### config.mk
export PLATFORM = sky130hd
export DESIGN_NAME = ascon_input_packer_flat
export DESIGN_NICKNAME = d
export VERILOG_FILES = /design/src/rtl/ascon_input_packer_if.sv /design/src/rtl/ascon_input_packer.sv /design/src/flat_wrapper.sv
export SDC_FILE = /design/constraint.sdc
export NUM_CORES = 1
export LEC_CHECK = 0
export CORE_MARGIN = 4
export CORE_UTILIZATION = 38
export CTS_CLUSTER_DIAMETER = 150
export DETAILED_ROUTE_END_ITERATION = 12
export SETUP_SLACK_MARGIN = 0.05
export SYNTH_ARGS = -nofsm -noshare
export SYNTH_HDL_FRONTEND = slang
export SYNTH_SLANG_ARGS = --single-unit
### constraint.sdc
create_clock -name clk_i -period 3.09 [get_ports clk_i]
set_input_delay 0.618 -clock clk_i [delete_from_list [all_inputs] [get_ports clk_i]]
set_output_delay 0.618 -clock clk_i [all_outputs]
set_load 0.02 [all_outputs]
### src/rtl/ascon_input_packer_if.sv
// Handshake bundle for the Ascon input packer: narrow word stream in, padded rate block out.
// The packer uses the slave view; producer/consumer logic (or a bench) uses the master view.
interface ascon_input_packer_if #(
  parameter int IN_WIDTH    = 32,
  parameter int BLOCK_WIDTH = 128
);
  logic                               in_valid_i;
  logic                               in_ready_o;
  logic [IN_WIDTH-1:0]                in_data_i;
  logic [$clog2(IN_WIDTH/8):0]        in_bytes_i;
  logic                               in_last_i;
  logic                               in_ad_i;
  logic                               blk_valid_o;
  logic                               blk_ready_i;
  logic [BLOCK_WIDTH-1:0]             blk_data_o;
  logic [$clog2(BLOCK_WIDTH/8):0]     blk_bytes_o;
  logic                               blk_last_o;
  logic                               blk_ad_o;

  modport slave (
    input  in_valid_i, in_data_i, in_bytes_i, in_last_i, in_ad_i, blk_ready_i,
    output in_ready_o, blk_valid_o, blk_data_o, blk_bytes_o, blk_last_o, blk_ad_o
  );

  modport master (
    output in_valid_i, in_data_i, in_bytes_i, in_last_i, in_ad_i, blk_ready_i,
    input  in_ready_o, blk_valid_o, blk_data_o, blk_bytes_o, blk_last_o, blk_ad_o
  );
endinterface

### src/rtl/ascon_input_packer.sv
// Packs narrow AD/message words into rate blocks with Ascon 10* padding (extra pad block when aligned).
// Block valid one cycle after the completing word; input stalls (ready low) while a block is held for blk_ready_i.
module ascon_input_packer #(
  parameter int IN_WIDTH    = 32,
  parameter int BLOCK_WIDTH = 128
) (
  input  logic                clk_i,
  input  logic                rst_ni,
  input  logic                clear_i,
  ascon_input_packer_if.slave bus
);

  localparam int IN_BYTES  = IN_WIDTH / 8;
  localparam int BLK_BYTES = BLOCK_WIDTH / 8;
  localparam int IBW       = $clog2(IN_BYTES) + 1;
  localparam int BBW       = $clog2(BLK_BYTES) + 1;

  typedef enum logic [1:0] {FILL, EMIT, EMIT_PAD} state_t;

  state_t                 r_state;
  logic [BLOCK_WIDTH-1:0] r_acc;
  logic [BBW-1:0]         r_fill;
  logic [BBW-1:0]         r_bytes;
  logic                   r_pad_pend;
  logic                   r_valid;
  logic                   r_last;
  logic                   r_ad;

  logic [IBW-1:0]         w_n;
  logic [BBW-1:0]         w_new_fill;
  logic                   w_full;
  logic [IN_WIDTH-1:0]    w_mask_data;
  logic [BLOCK_WIDTH-1:0] w_acc;

  // Bytes above fill are always zero in r_acc, so placement is a plain OR of the shifted word.
  always_comb begin
    w_n = IBW'(IN_BYTES);
    if (bus.in_last_i && (bus.in_bytes_i < IBW'(IN_BYTES))) begin
      w_n = bus.in_bytes_i;
    end
    w_new_fill  = r_fill + BBW'(w_n);
    w_full      = (w_new_fill >= BBW'(BLK_BYTES));
    w_mask_data = '0;
    for (int j = 0; j < IN_BYTES; j++) begin
      if (IBW'(j) < w_n) begin
        w_mask_data[j*8 +: 8] = bus.in_data_i[j*8 +: 8];
      end
    end
    w_acc = r_acc | (BLOCK_WIDTH'(w_mask_data) << {r_fill, 3'b000});
    if (bus.in_last_i && !w_full) begin
      w_acc = w_acc | (BLOCK_WIDTH'(1) << {w_new_fill, 3'b000});
    end
  end

  always_ff @(posedge clk_i or negedge rst_ni) begin
    if (!rst_ni) begin
      r_state    <= FILL;
      r_acc      <= '0;
      r_fill     <= '0;
      r_bytes    <= '0;
      r_pad_pend <= 1'b0;
      r_valid    <= 1'b0;
      r_last     <= 1'b0;
      r_ad       <= 1'b0;
    end else if (clear_i) begin
      r_state    <= FILL;
      r_acc      <= '0;
      r_fill     <= '0;
      r_pad_pend <= 1'b0;
      r_valid    <= 1'b0;
    end else begin
      case (r_state)
        FILL: begin
          if (bus.in_valid_i) begin
            if (r_fill == '0) begin
              r_ad <= bus.in_ad_i;
            end
            r_acc  <= w_acc;
            r_fill <= w_new_fill;
            if (w_full) begin
              r_state    <= EMIT;
              r_valid    <= 1'b1;
              r_bytes    <= BBW'(BLK_BYTES);
              r_last     <= 1'b0;
              r_pad_pend <= bus.in_last_i;
            end else if (bus.in_last_i) begin
              r_state <= EMIT;
              r_valid <= 1'b1;
              r_bytes <= w_new_fill;
              r_last  <= 1'b1;
            end
          end
        end
        EMIT: begin
          if (bus.blk_ready_i) begin
            r_fill <= '0;
            if (r_pad_pend) begin
              // Standalone padding block: 0x01 at byte 0, no data bytes.
              r_state <= EMIT_PAD;
              r_acc   <= BLOCK_WIDTH'(1);
              r_bytes <= '0;
              r_last  <= 1'b1;
            end else begin
              r_state <= FILL;
              r_acc   <= '0;
              r_valid <= 1'b0;
            end
          end
        end
        EMIT_PAD: begin
          if (bus.blk_ready_i) begin
            r_state    <= FILL;
            r_acc      <= '0;
            r_pad_pend <= 1'b0;
            r_valid    <= 1'b0;
          end
        end
        default: begin
          r_state <= FILL;
          r_valid <= 1'b0;
        end
      endcase
    end
  end

  assign bus.in_ready_o  = (r_state == FILL);
  assign bus.blk_valid_o = r_valid;
  assign bus.blk_data_o  = r_acc;
  assign bus.blk_bytes_o = r_bytes;
  assign bus.blk_last_o  = r_last;
  assign bus.blk_ad_o    = r_ad;

endmodule

### src/flat_wrapper.sv
// flat-port wrapper written by rule: the top's interface ports become plain ports
module ascon_input_packer_flat 
#(
  parameter int IN_WIDTH    = 32,
  parameter int BLOCK_WIDTH = 128
)
  (clk_i, rst_ni, clear_i, bus_in_valid_i, bus_in_data_i, bus_in_bytes_i, bus_in_last_i, bus_in_ad_i, bus_blk_ready_i, bus_in_ready_o, bus_blk_valid_o, bus_blk_data_o, bus_blk_bytes_o, bus_blk_last_o, bus_blk_ad_o);
  ascon_input_packer_if #(.IN_WIDTH(IN_WIDTH), .BLOCK_WIDTH(BLOCK_WIDTH)) bus_i ();
  input  logic clk_i;
  input  logic rst_ni;
  input  logic clear_i;
  input wire logic [$bits(bus_i.in_valid_i)-1:0] bus_in_valid_i;
  input wire logic [$bits(bus_i.in_data_i)-1:0] bus_in_data_i;
  input wire logic [$bits(bus_i.in_bytes_i)-1:0] bus_in_bytes_i;
  input wire logic [$bits(bus_i.in_last_i)-1:0] bus_in_last_i;
  input wire logic [$bits(bus_i.in_ad_i)-1:0] bus_in_ad_i;
  input wire logic [$bits(bus_i.blk_ready_i)-1:0] bus_blk_ready_i;
  output wire logic [$bits(bus_i.in_ready_o)-1:0] bus_in_ready_o;
  output wire logic [$bits(bus_i.blk_valid_o)-1:0] bus_blk_valid_o;
  output wire logic [$bits(bus_i.blk_data_o)-1:0] bus_blk_data_o;
  output wire logic [$bits(bus_i.blk_bytes_o)-1:0] bus_blk_bytes_o;
  output wire logic [$bits(bus_i.blk_last_o)-1:0] bus_blk_last_o;
  output wire logic [$bits(bus_i.blk_ad_o)-1:0] bus_blk_ad_o;
  assign bus_i.in_valid_i = bus_in_valid_i;
  assign bus_i.in_data_i = bus_in_data_i;
  assign bus_i.in_bytes_i = bus_in_bytes_i;
  assign bus_i.in_last_i = bus_in_last_i;
  assign bus_i.in_ad_i = bus_in_ad_i;
  assign bus_i.blk_ready_i = bus_blk_ready_i;
  assign bus_in_ready_o = bus_i.in_ready_o;
  assign bus_blk_valid_o = bus_i.blk_valid_o;
  assign bus_blk_data_o = bus_i.blk_data_o;
  assign bus_blk_bytes_o = bus_i.blk_bytes_o;
  assign bus_blk_last_o = bus_i.blk_last_o;
  assign bus_blk_ad_o = bus_i.blk_ad_o;
  ascon_input_packer #(.IN_WIDTH(IN_WIDTH), .BLOCK_WIDTH(BLOCK_WIDTH)) u_core (.clk_i(clk_i), .rst_ni(rst_ni), .clear_i(clear_i), .bus(bus_i));
endmodule
After elaboration in Yosys (flattened, before gate mapping)

Cells that the tools add are included.

Bits in registers: 144
Bits of input ports: 42
Word-level logic and storage cells: 95

Add/subtract/negate cells: 1
$lt $le $gt $ge: 6
Equality and inequality tests: 12
Shift-type cells: 2
Mux-type cells: 47
Bitwise logic cells: 3
Reduce and logical (&&, ||, !) cells: 16

Operators by type and width:

| kind                                                                         | count |
|---|---|
| 128-bit 2-to-1 mux                                                           | 5 |
| 128-bit case mux with 3 select lines                                         | 1 |
| 128-bit bitwise OR                                                           | 2 |
| 1-bit by 8-bit left shift with 128-bit output (first input constant)         | 1 |
| 32-bit by 8-bit left shift with 128-bit output                               | 1 |
| 5-bit 2-to-1 mux                                                             | 8 |
| 8-bit 2-to-1 mux                                                             | 4 |
| 5-bit case mux with 2 select lines                                           | 2 |
| 4-bit AND reduction                                                          | 4 |
| 1-bit 2-to-1 mux                                                             | 15 |
| 2-bit 2-to-1 mux                                                             | 7 |
| 3-bit != test (second input constant)                                        | 4 |
| 1-bit by 3-bit less-than comparator with 1-bit output (first input constant) | 2 |
| 2-bit by 3-bit less-than comparator with 1-bit output (first input constant) | 2 |
| 3-bit by 2-bit != test with 1-bit output (second input constant)             | 2 |
| 2-bit case mux with 3 select lines                                           | 1 |
| 6-bit AND reduction                                                          | 1 |
| 3-bit nonzero test                                                           | 2 |
| 5-bit by 3-bit adder with 5-bit output                                       | 1 |
| 5-bit greater-or-equal comparator (second input constant)                    | 1 |
| 5-bit logical NOT                                                            | 1 |
| 5-bit AND reduction                                                          | 1 |
| 2-bit != test (second input constant)                                        | 2 |
| 4-bit by 3-bit != test with 1-bit output (second input constant)             | 1 |
| other kinds (14)                                                             | 16 |

Depth between registers and ports, before layout

Gate-level depths: netlist of the first run.

Word-level depth: 12
Depth in mapped cells: 11
Depth with buffers taken out: 10

Least setup slack after synthesis of the first run

No wires, ideal clock.

Path kind: in2reg
Start: in bus_in_bytes_i[2]
End: reg u_core.r_state[1]
Library setup time: 0.078 ns
Data arrival time: 2.757 ns
Data required time: 3.012 ns
Slack: 0.255 ns
Cell stages on the path: 10
Cells stage by stage: and2b_1 -> and2_1 -> ha_1 -> ha_1 -> and4b_1 -> a2111oi_4 -> o311ai_2 -> o211a_1 -> nand2b_1 -> a21oi_1

Word-level cells in the longest chain between the ends: 9
Elaborated cells on any way between the ends: 11
Those cells by class: 1 x add/sub; 2 x order compare; 1 x eq/ne; 5 x mux; 2 x reduce/logical

RTL lines:

| item                                     | line                     | RTL |
|---|---|---|
| from (decl)                              | flat_wrapper.sv:14       | `input wire logic [$bits(bus_i.in_bytes_i)-1:0] bus_in_bytes_i;` |
| 3-bit less-than comparator               | ascon_input_packer.sv:38 | `if (bus.in_last_i && (bus.in_bytes_i < IBW'(IN_BYTES))) begin` |
| 1-bit logical AND                        | ascon_input_packer.sv:38 |  |
| 3-bit 2-to-1 mux *                       | ascon_input_packer.sv:38 |  |
| 5-bit by 3-bit adder with 5-bit output * | ascon_input_packer.sv:41 | `w_new_fill = r_fill + BBW'(w_n);` |
| 5-bit greater-or-equal comparator *      | ascon_input_packer.sv:42 | `w_full = (w_new_fill >= BBW'(BLK_BYTES));` |
| 2-bit 2-to-1 mux                         | ascon_input_packer.sv:80 | `if (w_full) begin` |
| 2-bit 2-to-1 mux                         | ascon_input_packer.sv:74 | `if (bus.in_valid_i) begin` |
| 2-bit case mux with 3 select lines       | ascon_input_packer.sv:72 | `case (r_state)` |
| 2-bit 2-to-1 mux                         | ascon_input_packer.sv:65 | `end else if (clear_i) begin` |
| to (signal assigned)                     | ascon_input_packer.sv:66 | `r_state <= FILL;` |
| to (signal assigned)                     | ascon_input_packer.sv:81 | `r_state <= EMIT;` |
| to (signal assigned)                     | ascon_input_packer.sv:87 | `r_state <= EMIT;` |
| to (decl)                                | ascon_input_packer.sv:20 | `state_t r_state;` |

Mark *: on every way between the ends. The rest lies on a longest branch, timed or not. The select of a mux whose other input is x is not followed.
A chain may end at the register's enable or synchronous reset.

Worst setup path after layout of the first run

Ends and elaborated chain as after synthesis.

==> tab_implementation.tex, run 1 <==
\begin{tabular}{lr}
\hline
Metric & Value \\
\hline
\multicolumn{2}{l}{\textbf{Clock tree}} \\
\quad Post-cts resize count & 0 \\
\quad Sinks on Clock Net & approximately 140 \\
\quad CTS clock-pin slew for the worst setup and hold paths & $\sim$0.06 ns \\
\quad Clock Latency Late Sink & $\sim$0.43 ns \\
\quad Number of buffers inserted to repair setup after CTS & 0 \\
\quad Post-CTS Hold Fix Bufs & 0 \\
\quad Maximum clock insertion buffer count & 2 \\
\quad CTS tree & yes \\
\quad Max H-tree Level & 4 \\
\quad Total CTS buffers & 17 \\
\quad Root buffer cell & sky130\_fd\_sc\_hd\_\_clkbuf\_16 \\
\multicolumn{2}{l}{\textbf{Yosys}} \\
\quad Synth Register Bits & $\sim$140 \\
\quad XOR/XNOR Fraction of Synth Area & 0.00600 \\
\quad Area share of and/or/nand/nor cells after synthesis & 0.175 \\
\quad Mux share of post-synthesis cell area & 0.0184 \\
\quad Number of warnings reported in the yosys synthesis log & 0 \\
\quad Adder-cell share of the synthesized area & 0.0120 \\
\quad Cell Area, Synth & roughly 7300 um2 \\
\quad Compound-cell area share of the yosys netlist & 0.248 \\
\quad Number of enable flip-flop cells after synthesis & 0 \\
\quad Async SR Flop Fraction & 1.00 \\
\quad Synthesized Nets & roughly 850 \\
\quad Mean area per synthesized cell & 9.16 um2 \\
\quad Most used DFF post-synth & sky130\_fd\_sc\_hd\_\_dfrtp\_1 \\
\quad Proportion of synthesized chip area in sequential cells & 0.494 \\
\quad Synthesized instance count & 796 \\
\quad Post-synthesis cell type count & 73 \\
\quad Largest family of logic cells by synthesized area & compound AO/OA/AOI/OAI gates \\
\multicolumn{2}{l}{\textbf{STA}} \\
\quad Layout Skew & 0.00854 ns \\
\quad Slew of the pin with the lowest slew margin & around 1.0 ns \\
\quad Total Negative Setup Slacks & 0 ns \\
\quad Final Setup Violations & 0 \\
\quad Final hold vios & 0 \\
\quad Achievable clock frequency & 347 MHz \\
\quad Fraction of the cycle the final worst path needs & 0.933 \\
\quad Min Hold Slack & $\sim$0.074 ns \\
\quad Max Slew Vio Count & 0 \\
\quad Clock period minus worst slack & $\sim$2.9 ns \\
\quad Setup repair after global routing missed its margin & false \\
\quad Max-Slew Margin vs Limit & 0.330 \\
\quad Final WS setup & a little over 0.2 ns \\
\multicolumn{2}{l}{\textbf{Floorplan}} \\
\quad Starting Density & 0.389 \\
\quad Number of top-level design ports & around 180 \\
\quad Vert. Die Dim & between 100 and 150 um \\
\quad Core area & 18800 um2 \\
\quad Horizontal extent of the die & roughly 150 um \\
\quad Die outline area & about 21000 um2 \\
\quad Number of placement rows & 50 \\
\multicolumn{2}{l}{\textbf{Global routing}} \\
\quad Global Route Usage Sum & 0.248 \\
\quad Met2 usage & 0.354 \\
\quad Gr ovfl total & 0 \\
\quad Vias in the first global route & 6882 \\
\quad Met3 routing resource usage after global routing & 0.0813 \\
\quad Met1 usage & 0.365 \\
\quad Largest net degree at the start of global routing & a little over 70 \\
\quad First-pass GRT wire length & just over 40000 um \\
\quad Busiest grt layer & met1 \\
\quad Antenna violations before repair & 1 \\
\multicolumn{2}{l}{\textbf{Drt}} \\
\quad First-pass iteration count of the detailed router & 6 \\
\quad DR vias/cell & about 5.7 \\
\quad Total wirelength of the detailed-routed design & roughly 27000 um \\
\quad Remaining DRCs & 0 \\
\quad Vias & between 7000 and 8000 \\
\quad DRC violation total after the first TritonRoute iteration & around 590 \\
\quad Antenna-violating nets left & 0 \\
\quad Post-DR wirelength/cell & 21.4 um \\
\multicolumn{2}{l}{\textbf{Worst setup path}} \\
\quad Reg2Reg Launch Point & u\_core.r\_state[1] \\
\quad Critical path capture point type & flip-flop \\
\quad Category of the most critical setup path & in2reg \\
\quad Crit path DAT & 3.23 ns \\
\quad Reg2Reg Depth & 9 \\
\quad Worst setup path start & bus\_in\_bytes\_i[2] \\
\quad Setup crit start kind & primary input \\
\quad Worst path required time & between 3 and 4 ns \\
\quad Maximum fanout count along the critical path & 5 \\
\multicolumn{2}{l}{\textbf{Outcome}} \\
\quad Run status & completed \\
\multicolumn{2}{l}{\textbf{Pwr}} \\
\quad Leak pwr & approximately 0.0045 uW \\
\quad Worst vdd ir & about 0.43 mV \\
\quad Share of power burned in combinational logic & 0.390 \\
\quad Net switching fraction of the power & 0.381 \\
\quad Power share of the clock group & 0.286 \\
\quad Power density over the cells & about 740 nW/um2 \\
\quad Share of power burned in registers & 0.324 \\
\quad Psw & 2890 uW \\
\quad Internal cell power & around 4700 uW \\
\multicolumn{2}{l}{\textbf{Placed design}} \\
\quad Half-perimeter wire length after detailed placement & a little under 20000 um \\
\quad Last weighted congestion value of the routability-driven placer & 0.916 \\
\quad Input/output buffers & $\sim$180 \\
\quad Placed Area & 9650 um2 \\
\quad Setup Slack @ Placement & -0.223 ns \\
\multicolumn{2}{l}{\textbf{Finish}} \\
\quad Combined flip-flop and latch cell area & between 3000 and 4000 um2 \\
\quad Layout cell share with drive strength beyond 1 & 0.128 \\
\quad Net total in the final layout & 1050 \\
\quad Total non-filler cell area in the finished layout & just over 10000 um2 \\
\quad Post-synthesis to final-layout area growth & 40.9\% \\
\quad Final Core Density & 0.548 \\
\quad Total area of multi-input combinational cells & 3380 um2 \\
\quad Number of inserted filler cells in the final layout & 1760 \\
\multicolumn{2}{l}{\textbf{Run}} \\
\quad Number of maximum-capacitance constraint violations & 0 \\
\multicolumn{2}{l}{\textbf{Min path}} \\
\quad Hold Path Class & in2async \\
\hline
\end{tabular}
-- synth_stat cells (4+ instances only) --
| master | instances | area share |
|---|---|---|
| sky130_fd_sc_hd__a221oi_1 | 15 | 0.018 |
| sky130_fd_sc_hd__mux2i_1 | 10 | 0.014 |
| sky130_fd_sc_hd__buf_1 | 4 | 0.0021 |
| sky130_fd_sc_hd__a21oi_1 | 113 | 0.078 |
| sky130_fd_sc_hd__dfrtp_1 | 144 | 0.49 |
| sky130_fd_sc_hd__o22ai_1 | 32 | 0.027 |
| sky130_fd_sc_hd__nor2_1 | 132 | 0.068 |
| sky130_fd_sc_hd__buf_2 | 16 | 0.011 |
| sky130_fd_sc_hd__nand3_1 | 15 | 0.010 |
| sky130_fd_sc_hd__nor2b_1 | 9 | 0.0077 |
| sky130_fd_sc_hd__inv_1 | 20 | 0.010 |
| sky130_fd_sc_hd__a22oi_1 | 9 | 0.0093 |
| sky130_fd_sc_hd__o21ai_0 | 23 | 0.016 |
| sky130_fd_sc_hd__o41ai_1 | 7 | 0.0084 |
| sky130_fd_sc_hd__ha_1 | 7 | 0.012 |
| sky130_fd_sc_hd__a31oi_1 | 7 | 0.0060 |
| sky130_fd_sc_hd__o31a_1 | 7 | 0.0084 |
| sky130_fd_sc_hd__a211o_1 | 7 | 0.0084 |
| sky130_fd_sc_hd__nand2_1 | 57 | 0.029 |
| sky130_fd_sc_hd__clkbuf_1 | 36 | 0.019 |
| sky130_fd_sc_hd__nand2b_1 | 10 | 0.0086 |
| sky130_fd_sc_hd__and2_1 | 9 | 0.0077 |
| sky130_fd_sc_hd__o2bb2ai_1 | 14 | 0.017 |
| sky130_fd_sc_hd__o21a_1 | 7 | 0.0072 |
| sky130_fd_sc_hd__nor3_1 | 4 | 0.0027 |
-- placed cells by master (no fill, tap or decap), types with 4 or more instances in the layout --
cell                              synthesis  final
sky130_fd_sc_hd__a211o_1                  7      7
sky130_fd_sc_hd__ha_1                     7      7
sky130_fd_sc_hd__a31oi_1                  7      7
sky130_fd_sc_hd__buf_4                    0     65
sky130_fd_sc_hd__nand2_1                 57     57
sky130_fd_sc_hd__inv_1                   20     20
sky130_fd_sc_hd__nor3_2                   3      4
sky130_fd_sc_hd__o22ai_1                 32     32
sky130_fd_sc_hd__clkdlybuf4s50_1          0    177
sky130_fd_sc_hd__nor2b_1                  9      9
sky130_fd_sc_hd__dfrtp_1                144    144
sky130_fd_sc_hd__nor2_1                 132    131
sky130_fd_sc_hd__o2bb2ai_1               14     14
sky130_fd_sc_hd__o21ai_0                 23     23
sky130_fd_sc_hd__nand3_1                 15     15
sky130_fd_sc_hd__mux2i_1                 10     10
sky130_fd_sc_hd__a221oi_1                15     15
sky130_fd_sc_hd__o41ai_1                  7      7
sky130_fd_sc_hd__and2_1                   9      9
sky130_fd_sc_hd__o31a_1                   7      7
sky130_fd_sc_hd__a22oi_1                  9      9
sky130_fd_sc_hd__o21a_1                   7      7
sky130_fd_sc_hd__a21oi_1                113    113
sky130_fd_sc_hd__inv_6                    0      5
sky130_fd_sc_hd__inv_8                    0      4
sky130_fd_sc_hd__clkbuf_16                0     17
sky130_fd_sc_hd__nand2b_1                10     10
-- area by class of cell --
cell class                 instances  share of cell area
clock buffer                      17              0.0414
inverter                          21             0.00767
tap                              234              0.0285
sequential                       144               0.351
antenna                            1            0.000243
clock inverter                    15              0.0183
timing repair buffer             245               0.225
multi-input combinational        572               0.328
-- final timing paths --
path	to	slack [ns]
max	u_core.r_state[1]	0.21
min	u_core.r_state[0]	0.07
max reg2reg	u_core.bus.blk_data_o[85]	0.39
min reg2reg	u_core.bus.blk_bytes_o[4]	0.48
max in group asynchronous	u_core.bus.blk_data_o[114]	2.21
min in group clk_i	u_core.bus.blk_bytes_o[4]	0.48
-- cell families after synthesis --
group / after synthesis
flip-flops: 144
AO/OA/AOI/OAI: 275
multiplexers: 12
AND/OR/NAND/NOR: 273
adder cells (fa/ha/maj): 7
buffers and inverters: 80
XOR/XNOR: 5
-- layer usage --
metal | part of all wire | wire (um)
met2 | 0.43 | 11600
met5 | 0 | 0
met1 | 0.46 | 12300
met4 | 0.015 | 410
met3 | 0.090 | 2400
-- through the flow --
step	std cells	total power, uW
6_report	1249	7590
2_1_floorplan	796	4020
4_1_cts	1248	7620
5_1_grt	1249	7970
3_3_place_gp	1216	5430
3_5_place_dp	1216	5420
-- critical path, stage by stage --
cell and delay, ns:
sky130_fd_sc_hd__clkdlybuf4s50_1 0.47, sky130_fd_sc_hd__and2b_1 0.19, sky130_fd_sc_hd__and2_1 0.17, sky130_fd_sc_hd__ha_1 0.19, sky130_fd_sc_hd__ha_1 0.21, sky130_fd_sc_hd__and4b_1 0.20
sky130_fd_sc_hd__a2111oi_4 0.33, sky130_fd_sc_hd__o311ai_2 0.23, sky130_fd_sc_hd__o211a_1 0.32, sky130_fd_sc_hd__nand2b_1 0.15, sky130_fd_sc_hd__a21oi_1 0.16
-- sequential cells by signal, summed over array words and instances, names as in the netlist --
name,cells
u_core.r_state,2
u_core.r_pad_pend,1
u_core.bus.blk_data_o,128
u_core.bus.blk_ad_o,1
u_core.r_fill,5
u_core.bus.blk_valid_o,1
u_core.bus.blk_bytes_o,5
u_core.bus.blk_last_o,1
-- power by group through the flow --
stage,clock (uW),sequential [uW],combinational (uW)
2_1_floorplan,0,2870,1160
3_3_place_gp,0,2480,2940
3_5_place_dp,0,2480,2940
4_1_cts,2200,2460,2960
5_1_grt,2280,2500,3190
6_report,2170,2460,2960
Power figures use the tool's default switching activity.
==> run 2, diff against run 1 <==
--- a/config.mk
+++ b/config.mk
@@ -5,6 +5,7 @@
 export SDC_FILE = /design/constraint.sdc
 export NUM_CORES = 1
 export LEC_CHECK = 0
+export ABC_AREA = 1
 export CORE_MARGIN = 4
 export CORE_UTILIZATION = 38
 export CTS_CLUSTER_DIAMETER = 150
==> tab_implementation.tex, run 2 <==
\begin{tabular}{lr}
\hline
Metric & Value \\
\hline
\multicolumn{2}{l}{\textbf{Outcome}} \\
\quad Run status & completed \\
\multicolumn{2}{l}{\textbf{Yosys}} \\
\quad Yosys top cell by area & sky130\_fd\_sc\_hd\_\_dfrtp\_1 \\
\quad Mean area per synthesized cell & $\sim$7.5 um2 \\
\quad Top-count cell post-synth & sky130\_fd\_sc\_hd\_\_nand2\_1 \\
\quad Synthesized Nets & 1097 \\
\quad Number of enable flip-flop cells after synthesis & 0 \\
\quad Synthesized instance count & 1048 \\
\quad Dominant cells by area after synthesis & sky130\_fd\_sc\_hd\_\_dfrtp\_1, sky130\_fd\_sc\_hd\_\_nand2\_1, sky130\_fd\_sc\_hd\_\_nand3\_1 \\
\quad Area share of the largest cell type after synthesis & 0.460 \\
\quad Number of warnings reported in the yosys synthesis log & 0 \\
\quad Post-synthesis cell type count & 38 \\
\quad Proportion of synthesized chip area in sequential cells & 0.460 \\
\quad Cell Area, Synth & just under 8000 um2 \\
\quad Most used DFF post-synth & sky130\_fd\_sc\_hd\_\_dfrtp\_1 \\
\quad Cell types with the highest counts after synthesis & sky130\_fd\_sc\_hd\_\_nand2\_1, sky130\_fd\_sc\_hd\_\_nand3\_1, sky130\_fd\_sc\_hd\_\_dfrtp\_1 \\
\quad Async SR Flop Fraction & 1.00 \\
\quad Synth Register Bits & $\sim$140 \\
\multicolumn{2}{l}{\textbf{STA}} \\
\quad Clock period minus worst slack & around 2.6 ns \\
\quad Achievable clock frequency & roughly 390 MHz \\
\quad Total Negative Setup Slacks & 0 ns \\
\quad Final hold vios & 0 \\
\quad Final WS setup & between 0.4 and 0.5 ns \\
\quad Max-Slew Margin vs Limit & 0.467 \\
\quad Fraction of the cycle the final worst path needs & 0.839 \\
\quad Final Setup Violations & 0 \\
\quad Layout Skew & around 0.0096 ns \\
\quad Setup repair after global routing missed its margin & false \\
\quad Max Slew Vio Count & 0 \\
\quad Slew of the pin with the lowest slew margin & $\sim$0.80 ns \\
\multicolumn{2}{l}{\textbf{Pwr}} \\
\quad Leak pwr & 0.00496 uW \\
\quad Power share of the clock group & 0.202 \\
\quad Worst vdd ir & between 0.5 and 0.6 mV \\
\quad Total power & roughly 10000 uW \\
\quad Share of power burned in combinational logic & 0.518 \\
\quad Internal cell power & between 5000 and 6000 uW \\
\quad Power density over the cells & approximately 1000 nW/um2 \\
\quad Psw & 4610 uW \\
\quad Share of power burned in registers & 0.279 \\
\quad Net switching fraction of the power & 0.441 \\
\multicolumn{2}{l}{\textbf{Finish}} \\
\quad Commonest non-fill, non-tap cell in the layout & sky130\_fd\_sc\_hd\_\_nand2\_1 \\
\quad Number of inserted filler cells in the final layout & 1923 \\
\quad Final Non-Filler Cells & between 1000 and 1500 \\
\quad Most used cells in the layout excluding fill and tap cells & sky130\_fd\_sc\_hd\_\_nand2\_1, sky130\_fd\_sc\_hd\_\_clkdlybuf4s50\_1, sky130\_fd\_sc\_hd\_\_nand3\_1, sky130\_fd\_sc\_hd\_\_dfrtp\_1, sky130\_fd\_sc\_hd\_\_inv\_1 \\
\quad Post-synthesis to final-layout area growth & 34.4\% \\
\quad Max FFs per register & roughly 130 \\
\quad Total non-filler cell area in the finished layout & about 11000 um2 \\
\quad Layout cell share with drive strength beyond 1 & 0.0792 \\
\quad Net total in the final layout & 1263 \\
\quad Diodes inserted & 0 \\
\multicolumn{2}{l}{\textbf{Worst setup path}} \\
\quad Category of the most critical setup path & in2reg \\
\quad Worst setup path start & bus\_in\_last\_i \\
\quad Critical path capture point type & flip-flop \\
\quad Reg2Reg Launch Point & u\_core.r\_state[0] \\
\quad Crit path DAT & 2.91 ns \\
\quad Setup crit start kind & primary input \\
\quad Reg2Reg Depth & 11 \\
\quad Worst path required time & $\sim$3.4 ns \\
\quad Maximum fanout count along the critical path & 6 \\
\multicolumn{2}{l}{\textbf{Min path}} \\
\quad Hold Path Class & in2async \\
\multicolumn{2}{l}{\textbf{Placed design}} \\
\quad Input/output buffers & 178 \\
\quad Placed Area & between 9000 and 10000 um2 \\
\quad Half-perimeter wire length after detailed placement & between 15000 and 20000 um \\
\quad Last weighted congestion value of the routability-driven placer & between 0.9 and 1 \\
\quad Cell count after placement & approximately 1500 \\
\quad Setup Slack @ Placement & just under 0.07 ns \\
\multicolumn{2}{l}{\textbf{Clock tree}} \\
\quad Sinks on Clock Net & $\sim$140 \\
\quad Post-cts resize count & 0 \\
\quad Maximum clock insertion buffer count & 2 \\
\quad Post-CTS Hold Fix Bufs & 0 \\
\quad Number of buffers inserted to repair setup after CTS & 0 \\
\quad CTS tree & yes \\
\quad CTS clock-pin slew for the worst setup and hold paths & 0.06 ns \\
\quad Clock Latency Late Sink & 0.43 ns \\
\quad Root buffer cell & sky130\_fd\_sc\_hd\_\_clkbuf\_16 \\
\quad Max H-tree Level & 4 \\
\quad Total CTS buffers & 17 \\
\multicolumn{2}{l}{\textbf{Global routing}} \\
\quad First-pass GRT wire length & 41100 um \\
\quad Global Route Usage Sum & 0.233 \\
\quad Antenna violations before repair & 2 \\
\quad Largest net degree at the start of global routing & 67 \\
\quad Vias in the first global route & 7334 \\
\quad Gr ovfl total & 0 \\
\multicolumn{2}{l}{\textbf{Floorplan}} \\
\quad Vert. Die Dim & between 150 and 200 um \\
\quad Number of placement rows & between 50 and 60 \\
\quad Starting Density & 0.388 \\
\quad Die outline area & between 20000 and 25000 um2 \\
\quad Horizontal extent of the die & about 150 um \\
\quad Number of top-level design ports & between 150 and 200 \\
\quad Core area & 20200 um2 \\
\multicolumn{2}{l}{\textbf{Drt}} \\
\quad DR vias/cell & roughly 5.2 \\
\quad Remaining DRCs & 0 \\
\quad Post-DR wirelength/cell & 17.8 um \\
\quad First-pass iteration count of the detailed router & 6 \\
\quad Antenna-violating nets left & 0 \\
\quad Vias & about 8000 \\
\quad DRC violation total after the first TritonRoute iteration & 742 \\
\quad Total wirelength of the detailed-routed design & approximately 27000 um \\
\multicolumn{2}{l}{\textbf{Run}} \\
\quad Number of maximum-capacitance constraint violations & 0 \\
\hline
\end{tabular}
run 2: cell types whose count changed after synthesis, moves of 13 or more:
cell,delta
sky130_fd_sc_hd__clkbuf_1,-13
sky130_fd_sc_hd__a31oi_1,+15
sky130_fd_sc_hd__o22ai_1,-28
sky130_fd_sc_hd__a221oi_1,-15
sky130_fd_sc_hd__o2bb2ai_1,-14
sky130_fd_sc_hd__inv_1,+94
sky130_fd_sc_hd__o21ai_0,+16
sky130_fd_sc_hd__nand3_1,+137
sky130_fd_sc_hd__nand2_1,+158
sky130_fd_sc_hd__nor2_1,-46
sky130_fd_sc_hd__nand4_1,+36
run 2: worst paths after layout:
path,endpoint,slack (ns)
worst max-delay path,u_core.bus.blk_data_o[0],0.50
worst min-delay path,u_core.bus.blk_data_o[94],0.16
worst max register to register,u_core.bus.blk_data_o[57],0.68
worst min register to register,u_core.bus.blk_valid_o,0.48
max in group asynchronous,u_core.bus.blk_data_o[0],2.18
min in group clk_i,u_core.bus.blk_valid_o,0.48
run 2: metrics by stage:
step            util  hold WS, ns
5_1_grt        0.521        0.200
2_1_floorplan      -        0.322
6_report       0.521        0.160
4_1_cts        0.521        0.178
3_3_place_gp   0.492        0.464
3_5_place_dp   0.492        0.465
run 2: per-layer routing:
metal,vias up,global-route usage,share of wire
met4,4,0.0714,0.022
met5,-,0,0.00098
met1,3648,0.339,0.45
met2,311,0.353,0.45
li1,3798,-,-
met3,40,0.0461,0.076
run 2: layout make-up:
type                       instances  area, um2  share of cell area
clock inverter                    10        136              0.0129
sequential                       144       3600               0.342
clock buffer                      20        457              0.0433
multi-input combinational        720       3490               0.331
inverter                         121        454              0.0431
timing repair buffer             210       2060               0.196
tap                              270        338              0.0321
run 2: power by group through the flow:
stage          combinational [uW]  sequential, uW  clock, uW
2_1_floorplan                2560            3520          0
5_1_grt                      5920            2990       2230
4_1_cts                      5420            2920       2140
6_report                     5410            2920       2110
3_3_place_gp                 5380            2950          0
3_5_place_dp                 5400            2940          0
run 2: cell families (layout without fill, tap and decap cells):
kind of cell               after synthesis  count (layout)  synth area share
muxes                                    1               1           0.00144
and+or+nand+nor                        527             527             0.307
buffers and inverters                  184             361            0.0964
DFF                                    144             144             0.460
adders and majority gates                7               7            0.0112
AOI/OAI and AO/OA                      185             185             0.125
run 2: worst max-delay path, cell delays in order:
cell and delay [ns]:
sky130_fd_sc_hd__clkdlybuf4s50_1 0.61, sky130_fd_sc_hd__inv_2 0.10, sky130_fd_sc_hd__nor2_4 0.14, sky130_fd_sc_hd__inv_2 0.06, sky130_fd_sc_hd__nor2_1 0.10, sky130_fd_sc_hd__ha_1 0.18
sky130_fd_sc_hd__ha_1 0.15, sky130_fd_sc_hd__inv_1 0.05, sky130_fd_sc_hd__nand2_1 0.07, sky130_fd_sc_hd__nand2_1 0.08, sky130_fd_sc_hd__nand2_1 0.06, sky130_fd_sc_hd__nand2_1 0.09
sky130_fd_sc_hd__nand3_1 0.20, sky130_fd_sc_hd__inv_1 0.15, sky130_fd_sc_hd__nand3_1 0.10, sky130_fd_sc_hd__nand2_1 0.06, sky130_fd_sc_hd__nand2_1 0.06, sky130_fd_sc_hd__nand2_1 0.05
==> run 3, diff against run 2 <==
==> constraint.sdc (replaced) <==
create_clock -name clk_i -period 2.6 [get_ports clk_i]
set_input_delay 0.52 -clock clk_i [delete_from_list [all_inputs] [get_ports clk_i]]
set_output_delay 0.52 -clock clk_i [all_outputs]
set_load 0.02 [all_outputs]
==> tab_implementation.tex, run 3 (synthesis results as in run 2) <==
\begin{tabular}{lr}
\hline
Metric & Value \\
\hline
\multicolumn{2}{l}{\textbf{Min path}} \\
\quad Hold Path Class & reg2reg \\
\quad Worst hold endpoint & u\_core.bus.blk\_valid\_o \\
\quad Start point of the worst min-delay path & u\_core.bus.blk\_valid\_o \\
\quad Hold path depth & 2 \\
\multicolumn{2}{l}{\textbf{Finish}} \\
\quad Commonest non-fill, non-tap cell in the layout & sky130\_fd\_sc\_hd\_\_nand2\_1 \\
\quad Final Non-Filler Cells & $\sim$1500 \\
\quad Post-synthesis to final-layout area growth & 37.7\% \\
\quad Net total in the final layout & 1284 \\
\quad Most used cells in the layout excluding fill and tap cells & sky130\_fd\_sc\_hd\_\_nand2\_1, sky130\_fd\_sc\_hd\_\_clkdlybuf4s50\_1, sky130\_fd\_sc\_hd\_\_nand3\_1, sky130\_fd\_sc\_hd\_\_dfrtp\_1, sky130\_fd\_sc\_hd\_\_inv\_1 \\
\quad Layout cell share with drive strength beyond 1 & 0.0946 \\
\quad Max FFs per register & around 130 \\
\multicolumn{2}{l}{\textbf{Clock tree}} \\
\quad Total CTS buffers & 17 \\
\quad Sinks on Clock Net & 144 \\
\quad Root buffer cell & sky130\_fd\_sc\_hd\_\_clkbuf\_16 \\
\quad CTS clock-pin slew for the worst setup and hold paths & 0.06 ns \\
\quad Clock Latency Late Sink & between 0.4 and 0.5 ns \\
\quad CTS tree & yes \\
\quad Max H-tree Level & 4 \\
\quad Maximum clock insertion buffer count & 2 \\
\quad Number of buffers inserted to repair setup after CTS & 0 \\
\multicolumn{2}{l}{\textbf{Global routing}} \\
\quad Vias in the first global route & about 7600 \\
\quad Antenna violations before repair & 2 \\
\quad Largest net degree at the start of global routing & 77 \\
\quad First-pass GRT wire length & between 40000 and 50000 um \\
\quad Global Route Usage Sum & 0.236 \\
\quad Gr ovfl total & 0 \\
\multicolumn{2}{l}{\textbf{Floorplan}} \\
\quad Number of placement rows & between 50 and 60 \\
\quad Number of top-level design ports & approximately 180 \\
\quad Vert. Die Dim & about 150 um \\
\quad Die outline area & 23000 um2 \\
\quad Core area & between 20000 and 25000 um2 \\
\quad Horizontal extent of the die & around 150 um \\
\quad Starting Density & 0.388 \\
\multicolumn{2}{l}{\textbf{Pwr}} \\
\quad Worst vdd ir & approximately 0.82 mV \\
\quad Power density over the cells & 1180 nW/um2 \\
\quad Leak pwr & around 0.0051 uW \\
\multicolumn{2}{l}{\textbf{Drt}} \\
\quad Remaining DRCs & 0 \\
\quad Vias & about 7900 \\
\quad DRC violation total after the first TritonRoute iteration & 635 \\
\quad Antenna-violating nets left & 0 \\
\quad Post-DR wirelength/cell & between 15 and 20 um \\
\quad Total wirelength of the detailed-routed design & 26900 um \\
\quad First-pass iteration count of the detailed router & 5 \\
\quad DR vias/cell & 5.22 \\
\multicolumn{2}{l}{\textbf{STA}} \\
\quad Final Setup Violations & 0 \\
\quad Min Hold Slack & 0.481 ns \\
\quad Max-Slew Margin vs Limit & 0.552 \\
\quad Final hold vios & 0 \\
\quad Achievable clock frequency & about 430 MHz \\
\quad Total Negative Setup Slacks & 0 ns \\
\quad Setup repair after global routing missed its margin & false \\
\quad Slew of the pin with the lowest slew margin & 0.671 ns \\
\quad Max Slew Vio Count & 0 \\
\quad Clock period minus worst slack & $\sim$2.3 ns \\
\quad Layout Skew & 0.00626 ns \\
\quad Fraction of the cycle the final worst path needs & 0.897 \\
\multicolumn{2}{l}{\textbf{Run}} \\
\quad Number of maximum-capacitance constraint violations & 0 \\
\multicolumn{2}{l}{\textbf{Worst setup path}} \\
\quad Maximum fanout count along the critical path & 5 \\
\quad Category of the most critical setup path & in2reg \\
\quad Setup crit start kind & primary input \\
\quad Worst path required time & 2.92 ns \\
\quad Crit path DAT & 2.65 ns \\
\quad Reg2Reg Depth & 10 \\
\quad Endpoint of the worst register-to-register path & u\_core.bus.blk\_data\_o[124] \\
\quad Reg2Reg Launch Point & u\_core.r\_state[0] \\
\quad Critical path capture point type & flip-flop \\
\quad Worst reg-to-reg setup slack & $\sim$0.33 ns \\
\multicolumn{2}{l}{\textbf{Placed design}} \\
\quad Cell count after placement & about 1500 \\
\quad Last weighted congestion value of the routability-driven placer & 0.902 \\
\quad Half-perimeter wire length after detailed placement & approximately 20000 um \\
\quad Input/output buffers & approximately 180 \\
\multicolumn{2}{l}{\textbf{Outcome}} \\
\quad Run status & completed \\
\hline
\end{tabular}
-- run 3: what timing repair did --
item	4_1_cts	5_1_grt
setup endpoints to repair	0	0
hold endpoints to repair	32	0
hold buffers	1	0
resized for setup	0	0
-- run 3: final cells by class --
| cell class | count | area [um2] |
|---|---|---|
| inverter | 121 | 454 |
| clock buffer | 19 | 433 |
| clock inverter | 13 | 210 |
| sequential | 144 | 3600 |
| timing repair buffer | 231 | 2260 |
| multi-input combinational | 720 | 3490 |
| antenna | 3 | 7.51 |
| tap | 270 | 338 |
| fill | 1937 | 9440 |
-- run 3: per-layer routing --
metal	part of all wire	GRT usage
met3	0.069	0.0372
met4	0.023	0.0813
met2	0.46	0.365
met5	0.00074	0
met1	0.44	0.338
-- run 3: worst max-delay path by stage --
stage	startpoint	end	slack [ns]	cells after the start
6_report	bus_in_last_i	u_core.bus.blk_data_o[16]	0.27	18
5_1_grt	bus_in_last_i	u_core.bus.blk_data_o[0]	0.06	18
4_1_cts	u_core.r_state[0]	bus_in_ready_o	0.27	3
3_5_place_dp	bus_in_last_i	u_core.bus.blk_data_o[16]	-0.15	18
3_3_place_gp	bus_in_last_i	u_core.bus.blk_data_o[16]	-0.1	18
2_1_floorplan	bus_in_last_i	u_core.bus.blk_bytes_o[3]	0.28	19
-- run 3: power by group --
part,leakage (uW),switching [uW],total [uW],internal (uW)
Combinational,0.00283,4020,6560,2540
Clock,0.000308,1010,2720,1710
Sequential,0.00195,524,3480,2950
-- run 3: metrics by stage --
step / utilization / setup slack, ns / total power, uW / instance area (um2)
6_report: 0.533 / 0.267 / 12800 / 10800
5_1_grt: 0.533 / 0.0577 / 13600 / 10800
4_1_cts: 0.533 / 0.266 / 12800 / 10800
3_5_place_dp: 0.501 / -0.153 / 10000 / 10100
3_3_place_gp: 0.501 / -0.0979 / 10000 / 10100
2_1_floorplan: - / 0.277 / 7230 / 7840
-- run 3: critical path: stages --
cell and delay, ns:
sky130_fd_sc_hd__clkdlybuf4s50_1 0.50, sky130_fd_sc_hd__inv_2 0.06, sky130_fd_sc_hd__nor2_4 0.11, sky130_fd_sc_hd__inv_2 0.05, sky130_fd_sc_hd__nor2_1 0.11, sky130_fd_sc_hd__ha_1 0.18
sky130_fd_sc_hd__ha_1 0.15, sky130_fd_sc_hd__inv_1 0.05, sky130_fd_sc_hd__nand2_1 0.07, sky130_fd_sc_hd__nand2_1 0.08, sky130_fd_sc_hd__nand2_1 0.06, sky130_fd_sc_hd__nand2_1 0.09
sky130_fd_sc_hd__nand3_1 0.20, sky130_fd_sc_hd__inv_1 0.16, sky130_fd_sc_hd__nand3b_1 0.11, sky130_fd_sc_hd__nand2_1 0.05, sky130_fd_sc_hd__nand2_1 0.05, sky130_fd_sc_hd__nand2_1 0.05
